### src/rtl/mem_port_arbiter.sv
// mem_port_arbiter: round-robin sharing of the single main-memory port between the I-cache (rq0) and D-cache (rq1).
// Define MEM_ARB_TIMEOUT_EN to add a WAIT watchdog that aborts a hung memory access and raises a sticky timeout_err.
module mem_port_arbiter #(
   parameter int ADDR_W = 32,
   parameter int WORD_W = 32,
   parameter int LINE_W = 512
`ifdef MEM_ARB_TIMEOUT_EN
   ,
   parameter int TIMEOUT_CYCLES = 255
`endif
) (
   input  logic              clk,
   input  logic              rst,
   input  logic [ADDR_W-1:0] rq0_addr,
   input  logic [WORD_W-1:0] rq0_wdata,
   input  logic              rq0_read_req,
   input  logic              rq0_write_req,
   output logic [LINE_W-1:0] rq0_rdata,
   output logic              rq0_ready,
   input  logic [ADDR_W-1:0] rq1_addr,
   input  logic [WORD_W-1:0] rq1_wdata,
   input  logic              rq1_read_req,
   input  logic              rq1_write_req,
   output logic [LINE_W-1:0] rq1_rdata,
   output logic              rq1_ready,
   output logic [ADDR_W-1:0] mem_addr,
   output logic [WORD_W-1:0] mem_data_out,
   output logic              mem_read_req,
   output logic              mem_write_req,
   input  logic [LINE_W-1:0] mem_data_in,
   input  logic              mem_ready,
   output logic              grant_id,
   output logic              busy,
   output logic              timeout_err
);

   typedef enum logic [1:0] {IDLE, ISSUE, WAIT, RESP} state_t;

   state_t            state;
   logic [1:0]        pend;
   logic              last_grant;
   logic              pick;
   logic [ADDR_W-1:0] lat_addr  [2];
   logic [WORD_W-1:0] lat_wdata [2];
   logic [1:0]        lat_wr;
   logic [ADDR_W-1:0] req_addr  [2];
   logic [WORD_W-1:0] req_wdata [2];
   logic [1:0]        req_rd;
   logic [1:0]        req_wr;

`ifdef MEM_ARB_TIMEOUT_EN
   localparam int CNT_W = ($clog2(TIMEOUT_CYCLES + 1) > 8) ? $clog2(TIMEOUT_CYCLES + 1) : 8;
   logic [CNT_W-1:0] wait_cnt;
`endif

   assign req_addr[0]  = rq0_addr;
   assign req_addr[1]  = rq1_addr;
   assign req_wdata[0] = rq0_wdata;
   assign req_wdata[1] = rq1_wdata;
   assign req_rd       = {rq1_read_req, rq0_read_req};
   assign req_wr       = {rq1_write_req, rq0_write_req};

   // On a tie the requester that did not win last time goes next.
   assign pick = (pend == 2'b11) ? ~last_grant : pend[1];
   assign busy = (state != IDLE);

   // A pulse is only taken when nothing is pending, so RESP's clear can never race a fresh capture.
   always_ff @(posedge clk or posedge rst) begin
      if (rst) begin
         pend   <= '0;
         lat_wr <= '0;
         for (int i = 0; i < 2; i++) begin
            lat_addr[i]  <= '0;
            lat_wdata[i] <= '0;
         end
      end else begin
         for (int i = 0; i < 2; i++) begin
            if (!pend[i] && (req_rd[i] || req_wr[i])) begin
               pend[i]      <= 1'b1;
               lat_addr[i]  <= req_addr[i];
               lat_wdata[i] <= req_wdata[i];
               lat_wr[i]    <= !req_rd[i];
            end else if (state == RESP && grant_id == 1'(i)) begin
               pend[i] <= 1'b0;
            end
         end
      end
   end

   always_ff @(posedge clk or posedge rst) begin
      if (rst) begin
         state         <= IDLE;
         last_grant    <= 1'b1;
         grant_id      <= 1'b0;
         mem_addr      <= '0;
         mem_data_out  <= '0;
         mem_read_req  <= 1'b0;
         mem_write_req <= 1'b0;
         rq0_rdata     <= '0;
         rq1_rdata     <= '0;
         rq0_ready     <= 1'b0;
         rq1_ready     <= 1'b0;
`ifdef MEM_ARB_TIMEOUT_EN
         wait_cnt      <= '0;
         timeout_err   <= 1'b0;
`endif
      end else begin
         mem_read_req  <= 1'b0;
         mem_write_req <= 1'b0;
         rq0_ready     <= 1'b0;
         rq1_ready     <= 1'b0;
         case (state)
            IDLE: begin
               if (|pend) begin
                  grant_id      <= pick;
                  last_grant    <= pick;
                  mem_addr      <= lat_addr[pick];
                  mem_data_out  <= lat_wdata[pick];
                  mem_read_req  <= !lat_wr[pick];
                  mem_write_req <= lat_wr[pick];
                  state         <= ISSUE;
               end
            end
            ISSUE: begin
`ifdef MEM_ARB_TIMEOUT_EN
               wait_cnt <= '0;
`endif
               state <= WAIT;
            end
            WAIT: begin
               if (mem_ready) begin
                  if (!lat_wr[grant_id]) begin
                     if (grant_id) rq1_rdata <= mem_data_in;
                     else          rq0_rdata <= mem_data_in;
                  end
                  if (grant_id) rq1_ready <= 1'b1;
                  else          rq0_ready <= 1'b1;
                  state <= RESP;
               end
`ifdef MEM_ARB_TIMEOUT_EN
               // Abort returns an all-zero line so a stale line is never mistaken for fresh data.
               else if (wait_cnt == CNT_W'(TIMEOUT_CYCLES - 1)) begin
                  if (grant_id) begin
                     rq1_rdata <= '0;
                     rq1_ready <= 1'b1;
                  end else begin
                     rq0_rdata <= '0;
                     rq0_ready <= 1'b1;
                  end
                  timeout_err <= 1'b1;
                  state       <= RESP;
               end else begin
                  wait_cnt <= wait_cnt + 1'b1;
               end
`endif
            end
            RESP: begin
               state <= IDLE;
            end
            default: begin
               state <= IDLE;
            end
         endcase
      end
   end

`ifndef MEM_ARB_TIMEOUT_EN
   assign timeout_err = 1'b0;
`endif

endmodule
### config.mk
export PLATFORM = sky130hd
export DESIGN_NAME = mem_port_arbiter
export DESIGN_NICKNAME = d
export VERILOG_FILES = /design/src/rtl/mem_port_arbiter.sv
export SDC_FILE = /design/constraint.sdc
export NUM_CORES = 2
export LEC_CHECK = 0
export CAP_MARGIN = 20
export CELL_PAD_IN_SITES_DETAIL_PLACEMENT = 0
export CELL_PAD_IN_SITES_GLOBAL_PLACEMENT = 1
export CORE_AREA = 2 2 674 676
export DETAILED_ROUTE_END_ITERATION = 10
export DIE_AREA = 0 0 676 678
export PLACE_DENSITY = 0.42
export SLEW_MARGIN = 15
export SYNTH_ARGS = -nofsm -noshare
export SYNTH_HDL_FRONTEND = slang
export SYNTH_SLANG_ARGS = --single-unit
export TNS_END_PERCENT = 100
### constraint.sdc
create_clock -name clk -period 109.7 [get_ports clk]
set_input_delay 27.425 -clock clk [delete_from_list [all_inputs] [get_ports clk]]
set_output_delay 27.425 -clock clk [all_outputs]
set_load 0.05 [all_outputs]
==> key figures <==
Job
  – # Max-Cap Violations: 0

Clock tree
  – Post-CTS setup buffers: 0
  – Max Buffers Root-to-Sink: 4
  – Root buf cell: clkbuf_16
  – CTS buffer count: 169
  – CTS clk-pin slew, worst paths: 0.05 ns
  – Post_cts resized: 0
  – H-Tree Depth: 4
  – Clock sink total: 1228
  – Post-cts hold buffer count: 0
  – CTS tree: built
  – Clock Latency Late Sink: 0.88 ns

Synthesis
  – Ys Warns: 0
  – Syn nets: 3482
  – Top-count cell post-synth: dfrtp_1
  – Number of flops mapped to enable cells by yosys: 0
  – Cells after synthesis: 2832
  – Top-area cell type share of the netlist area: 0.643
  – #FFs+latches synth: 1228
  – Post-synthesis cell area: 47800 um^2
  – Synth area leader: dfrtp_1
  – Synth unique cells: 29
  – Synth async-reset ratio: 1.00
  – Post-synthesis sequential area ratio: 0.643
  – Ys flop type: dfrtp_1
  – Average size of a mapped cell: 16.9 um^2
  – Top cells by count, synth: 1227 x dfrtp_1, 673 x mux2_2, 400 x mux2_4
  – Synth top area cells: dfrtp_1 64%, mux2_2 16%, mux2_4 13%

Floorplanning
  – Num ports: 1742
  – Die area: 458000 um^2
  – Starting Density: 0.106
  – Std cell rows: 247
  – Core Box Area: 451000 um^2
  – Die H: 678 um
  – Die Span X: 676 um

Timing
  – RSZ-0062 raised after global routing: no
  – Fin crit share: 0.299
  – # setup viols final: 0
  – Post-layout min period: 32.85 ns
  – Slew HR: 0.236
  – Setup_tns: 0 ns
  – Max Clock Skew: 0.0379 ns
  – FMAX: 0.0304 GHz
  – Hold slack final: 0.491 ns
  – Final Hold Viols: 0
  – Least-Margin Pin Slew: 1.14 ns
  – Fin. max-slew vios: 0

Pwr
  – Total Power: 3210 uW
  – Worst vdd ir: 0.0000173 V
  – Pwr Density: 41.3 nW/um^2
  – P_leak: 0.0321 uW

Drt
  – DR iter-0 viols: 1301
  – WL final: 319000 um
  – ANT nets after route: 0
  – DRC Markers: 0
  – Post-DR wirelength/cell: 29.6 um
  – Routed vias: 32212
  – Drt pass-1 iters: 4
  – Vias per inst: 2.99

Global route
  – Total GRT Usage: 0.134
  – Global-route wire length before repair: 400000 um
  – Vias in the first global route: 34669
  – Largest net degree at the start of global routing: 134
  – Initial antenna violation count: 95
  – GRT overflow: 0

Critical path
  – Critical Path AT: 33.72 ns
  – Setup crit start kind: input port
  – Critical path endpoint category: async pin
  – CP required: 110.57 ns
  – WS Path Type: input port to async pin
  – Worst Path Max Fanout: 131

Worst hold path
  – Hold Crit Class: flop to flop

Layout
  – Fillers: 49407
  – Synth-to-layout area growth: 62.7%
  – Post-Route Utilization: 0.172
  – Final nets: 5290
  – Fraction of layout cells with a size suffix above 1: 0.300

Place
  – HPWL Detailed: 265000 um
  – RePlAce Congestion: 0.872
  – Buffers on Ports: 1740

Run status
  – Outcome: complete, no violations
==> state kept, by name, indices dropped and copies added (netlist names) <==
register,cells
last_grant,1
lat_addr,64
rq0_ready,1
grant_id,1
lat_wr,2
rq1_ready,1
mem_write_req,1
state,2
rq0_rdata,512
lat_wdata,64
mem_read_req,1
pend,2
mem_addr,32
rq1_rdata,512
mem_data_out,32
==> per-layer routing <==
layer  part of all wire  wire (um)  track usage  vias to the layer above
met3               0.14      43500       0.0835                      374
met5            0.00082        262            0                        -
met4              0.028       8940       0.0364                       40
met2               0.49     158000        0.233                     1277
li1                   -          -            -                    13648
met1               0.34     108000        0.132                    16873
==> path summary, 6_finish.rpt <==
path	from	to	slack (ns)	cells after the start
worst min-delay path	rq1_rdata[15]$_DFFE_PP0P_	rq1_rdata[15]$_DFFE_PP0P_	0.49	1
worst min register to register	rq1_rdata[15]$_DFFE_PP0P_	rq1_rdata[15]$_DFFE_PP0P_	0.49	1
max in group clk	mem_ready	rq1_rdata[248]$_DFFE_PP0P_	77.00	10
worst max-delay path	rst	rq1_rdata[412]$_DFFE_PP0P_	76.85	9
min in group asynchronous	rst	rq1_rdata[82]$_DFFE_PP0P_	27.07	2
worst max register to register	state[0]$_DFFE_PP0P_	rq1_rdata[248]$_DFFE_PP0P_	103.37	11
==> critical path: stages <==
cell and delay, ns:
clkdlybuf4s50_1 0.50, inv_8 0.46, buf_4 0.64, buf_12 0.67, buf_4 0.79, buf_4 0.74
buf_4 0.69, buf_4 0.67, buf_4 0.76
==> kinds of logic (layout without fill, tap and decap cells) <==
kind of cell,count (synthesis),count (layout),share of synthesized area
fa+ha+maj,3,3,0.000786
simple gates,142,142,0.0114
buf+inv,162,2104,0.0257
flops,1228,1228,0.643
compound gates,142,142,0.0154
other cells,1,36,0.0000785
mux,1154,1154,0.303
==> metrics by stage <==
step / setup slack [ns] / std cells / cell area [um^2]
2_1_floorplan: 47.68 / 2832 / 47800
5_1_grt: 75.83 / 10770 / 77700
6_report: 76.85 / 10785 / 77700
4_1_cts: 76.49 / 10746 / 77600
3_5_place_dp: 75.51 / 10441 / 72000
3_3_place_gp: 75.62 / 10437 / 71900
==> report_power, final <==
| group | leakage (uW) | total (uW) | switching [uW] | internal [uW] |
|---|---|---|---|---|
| Combinational | 0.0146 | 1810 | 1210 | 600 |
| Sequential | 0.0148 | 838 | 157 | 681 |
| Clock | 0.00276 | 564 | 234 | 329 |
| Total | 0.0321 | 3210 | 1600 | 1610 |
==> final cells by class <==
cell class | instances | area [um^2] | area share
Antenna cell | 35 | 87.6 | 0.00113
Multi-Input combinational cell | 1442 | 15900 | 0.204
Clock inverter | 58 | 658 | 0.00847
Timing Repair Buffer | 1793 | 17900 | 0.231
Inverter | 6 | 30.0 | 0.000386
Clock buffer | 247 | 4940 | 0.0636
Tap cell | 5976 | 7480 | 0.0962
Sequential cell | 1228 | 30700 | 0.395
==> cells in the final DEF, fill, tap and decap left out, drive strengths merged <==
cell type and count:
clkdlybuf4s50 1711, dfrtp 1227, mux2 1153, clkbuf 247, a21oi 129, buf 82, nand2 72, nor2 66
clkinv 41, diode 35, inv 14, bufinv 6, o21ai 5, ha 3, clkinvlp 3, o21bai 2
and3 1, nand2b 1, nor3 1, a21boi 1, mux2i 1, o21a 1, and2 1, a31oi 1
o32a 1, a21bo 1, o22a 1, conb 1, dfstp 1
Note: power is estimated with default switching activity, not from simulation.
==> RTL edit, RTL diff (same settings) <==
Add a define of `MEM_ARB_TIMEOUT_EN`.
--- a/src/rtl/mem_port_arbiter.sv
+++ b/src/rtl/mem_port_arbiter.sv
@@ -1,4 +1,6 @@
 // mem_port_arbiter: round-robin sharing of the single main-memory port between the I-cache (rq0) and D-cache (rq1).
 // Define MEM_ARB_TIMEOUT_EN to add a WAIT watchdog that aborts a hung memory access and raises a sticky timeout_err.
+`define MEM_ARB_TIMEOUT_EN
+
 module mem_port_arbiter #(
    parameter int ADDR_W = 32,
Function: not settled (the Yosys comparison gave no result); the edit may change what the design does.
==> RTL edit against the unedited design <==
  * Power shrank 14%
  * Routed wire length grew 16%
  * Non-clock buffer count rose by 49
  * Count of clock-buffer cells in the layout increased by 14
  * Final cell count is 9.7% higher
  * Setup slack gained 1.0 ns
  * Synthesized area is 12% higher
  * Sequential cell count up 9
  * Die area did not move
  * Fmax rose by 3.2%
  * Cell area rose by 6.3%
  * Core utilization is 1.1 points higher
==> RTL edit: results <==
[status]
status = "completed"

[synthesis]
synth_area_leaders = "dfrtp_1, o2bb2ai_2, o2bb2ai_1, nand3_1, mux2_2"
synthArstFlopShare = 1.00
synth_commonest_cells = "dfrtp_1, nand3_1, o2bb2ai_1"
syn_nets = 4827
yosysSeqAreaShare = 0.580
synth_edf_count = 0
synth_cell_type_count = 44

[route]
antenna_left = 0
post-route-drc-count = 0
drtIter0Drc = 2700
dr.pass1.iters = 5
vias = 43974
wire_per_inst_um = 31.4

[layout]
drive_gt1_frac = 0.166
seq_area_sq_um = 31000
fillers = 49337
layout.nets = 6355

[placed_design]
dp_hpwl_mm = 291
io_buffers = 1741
gp_congestion = 0.871

[global_route]
overflow = 0
grt_pass1_wl_mm = 481
grt_max_degree = 197
track_usage = 0.156
antenna_found_initial = 67
grt_pass1_vias = 45656

[worst_hold_path]
min-delay-start = "timeout_err"
holdCritPathClass = "flop to flop"
whs_endpoint = "timeout_err"

[clocking]
clk_pin_slew_ns = 0.05
numCtsBuffers = 172
htree_levels = 4
clk_latency_ns = 0.89
clk_path_buf_depth = 4
root_buffer = "clkbuf_16"
cts_resized = 0
cts_setup_buffers = 0

[setup_path]
crit_arrival_ns = 32.50
cp_max_fo = 134
r2r-start = "wait_cnt[0]"
rr_endpoint = "rq0_rdata[425]"
ff2ff_setup_slack_ns = 104.01

[power_and_ir_drop]
ir_drop_v = 0.0000169
cellLeakagePower_nw = 29.9

[sta]
worst_pin_slew_ns = 1.31
fin_skew_ns = 0.0396
RTL edit: cell types whose count changed after synthesis, moves of 132 or more:
cell       before   now
nand3_1         0  1029
clkbuf_1       18   253
o2bb2ai_2       0   420
buf_2          31   163
mux2_2        673   129
o2bb2ai_1       0   604
mux2_4        400     0
RTL edit: how the worst max path moves through the flow:
stage	end	start	depth (start not counted)	slack [ns]
6_report	rq0_rdata[425]	mem_ready	9	77.87
5_1_grt	rq0_rdata[425]	mem_ready	9	77.65
4_1_cts	rq0_rdata[425]	mem_ready	9	77.94
3_5_place_dp	rq0_rdata[425]	mem_ready	9	76.96
3_3_place_gp	rq0_rdata[426]	mem_ready	9	77.03
2_1_floorplan	grant_id	rst	1	47.42
RTL edit: worst max-delay path, stage by stage:
cell       delay (ns)
buf_8            0.30
nor3_4           0.15
nor2_4           0.49
buf_4            0.42
buf_4            0.80
buf_4            0.77
buf_12           0.59
buf_4            0.88
o2bb2ai_1        0.15
RTL edit: final cells by class:
class | instances | share of cell area
antenna | 19 | 0.000575
clock buffer | 261 | 0.0614
clock inverter | 43 | 0.00789
inverter | 8 | 0.000454
multi-input combinational | 2441 | 0.242
sequential | 1237 | 0.375
tap | 5976 | 0.0905
timing repair buffer | 1842 | 0.223
RTL edit: kinds of logic (layout without fill, tap and decap cells):
kind of cell,Yosys count,after routing,share of synthesized area
other,0,19,0
flip-flops,1237,1237,0.580
multiplexers,195,195,0.0396
AND/OR/NAND/NOR,1121,1121,0.105
adder cells (fa/ha/maj),6,6,0.00141
AO/OA/AOI/OAI,1118,1118,0.227
XOR/XNOR,1,1,0.000164
buffers and inverters,496,2154,0.0467
RTL edit: metrics by stage:
stage	hold WS, ns	setup WS [ns]	instance area (sq um)	cells
floorplan	0.463	47.42	53400	4174
global placement	0.455	77.03	76500	11489
detailed placement	0.453	76.96	76600	11492
CTS	0.472	77.94	82300	11796
global route	0.495	77.65	82600	11819
finish	0.462	77.87	82700	11827
RTL edit: per-layer routing:
layer / GRT usage / vias to the layer above / share of wire
li1: - / 18966 / -
met1: 0.166 / 23090 / 0.36
met2: 0.270 / 1483 / 0.49
met3: 0.0803 / 379 / 0.11
met4: 0.0376 / 56 / 0.026
met5: 0 / - / 0.00093
RTL edit: where the power goes:
group          internal (mW)  switching [mW]
Combinational          0.436           0.979
Clock                  0.343           0.240
Sequential             0.618           0.128
Total                   1.40            1.35
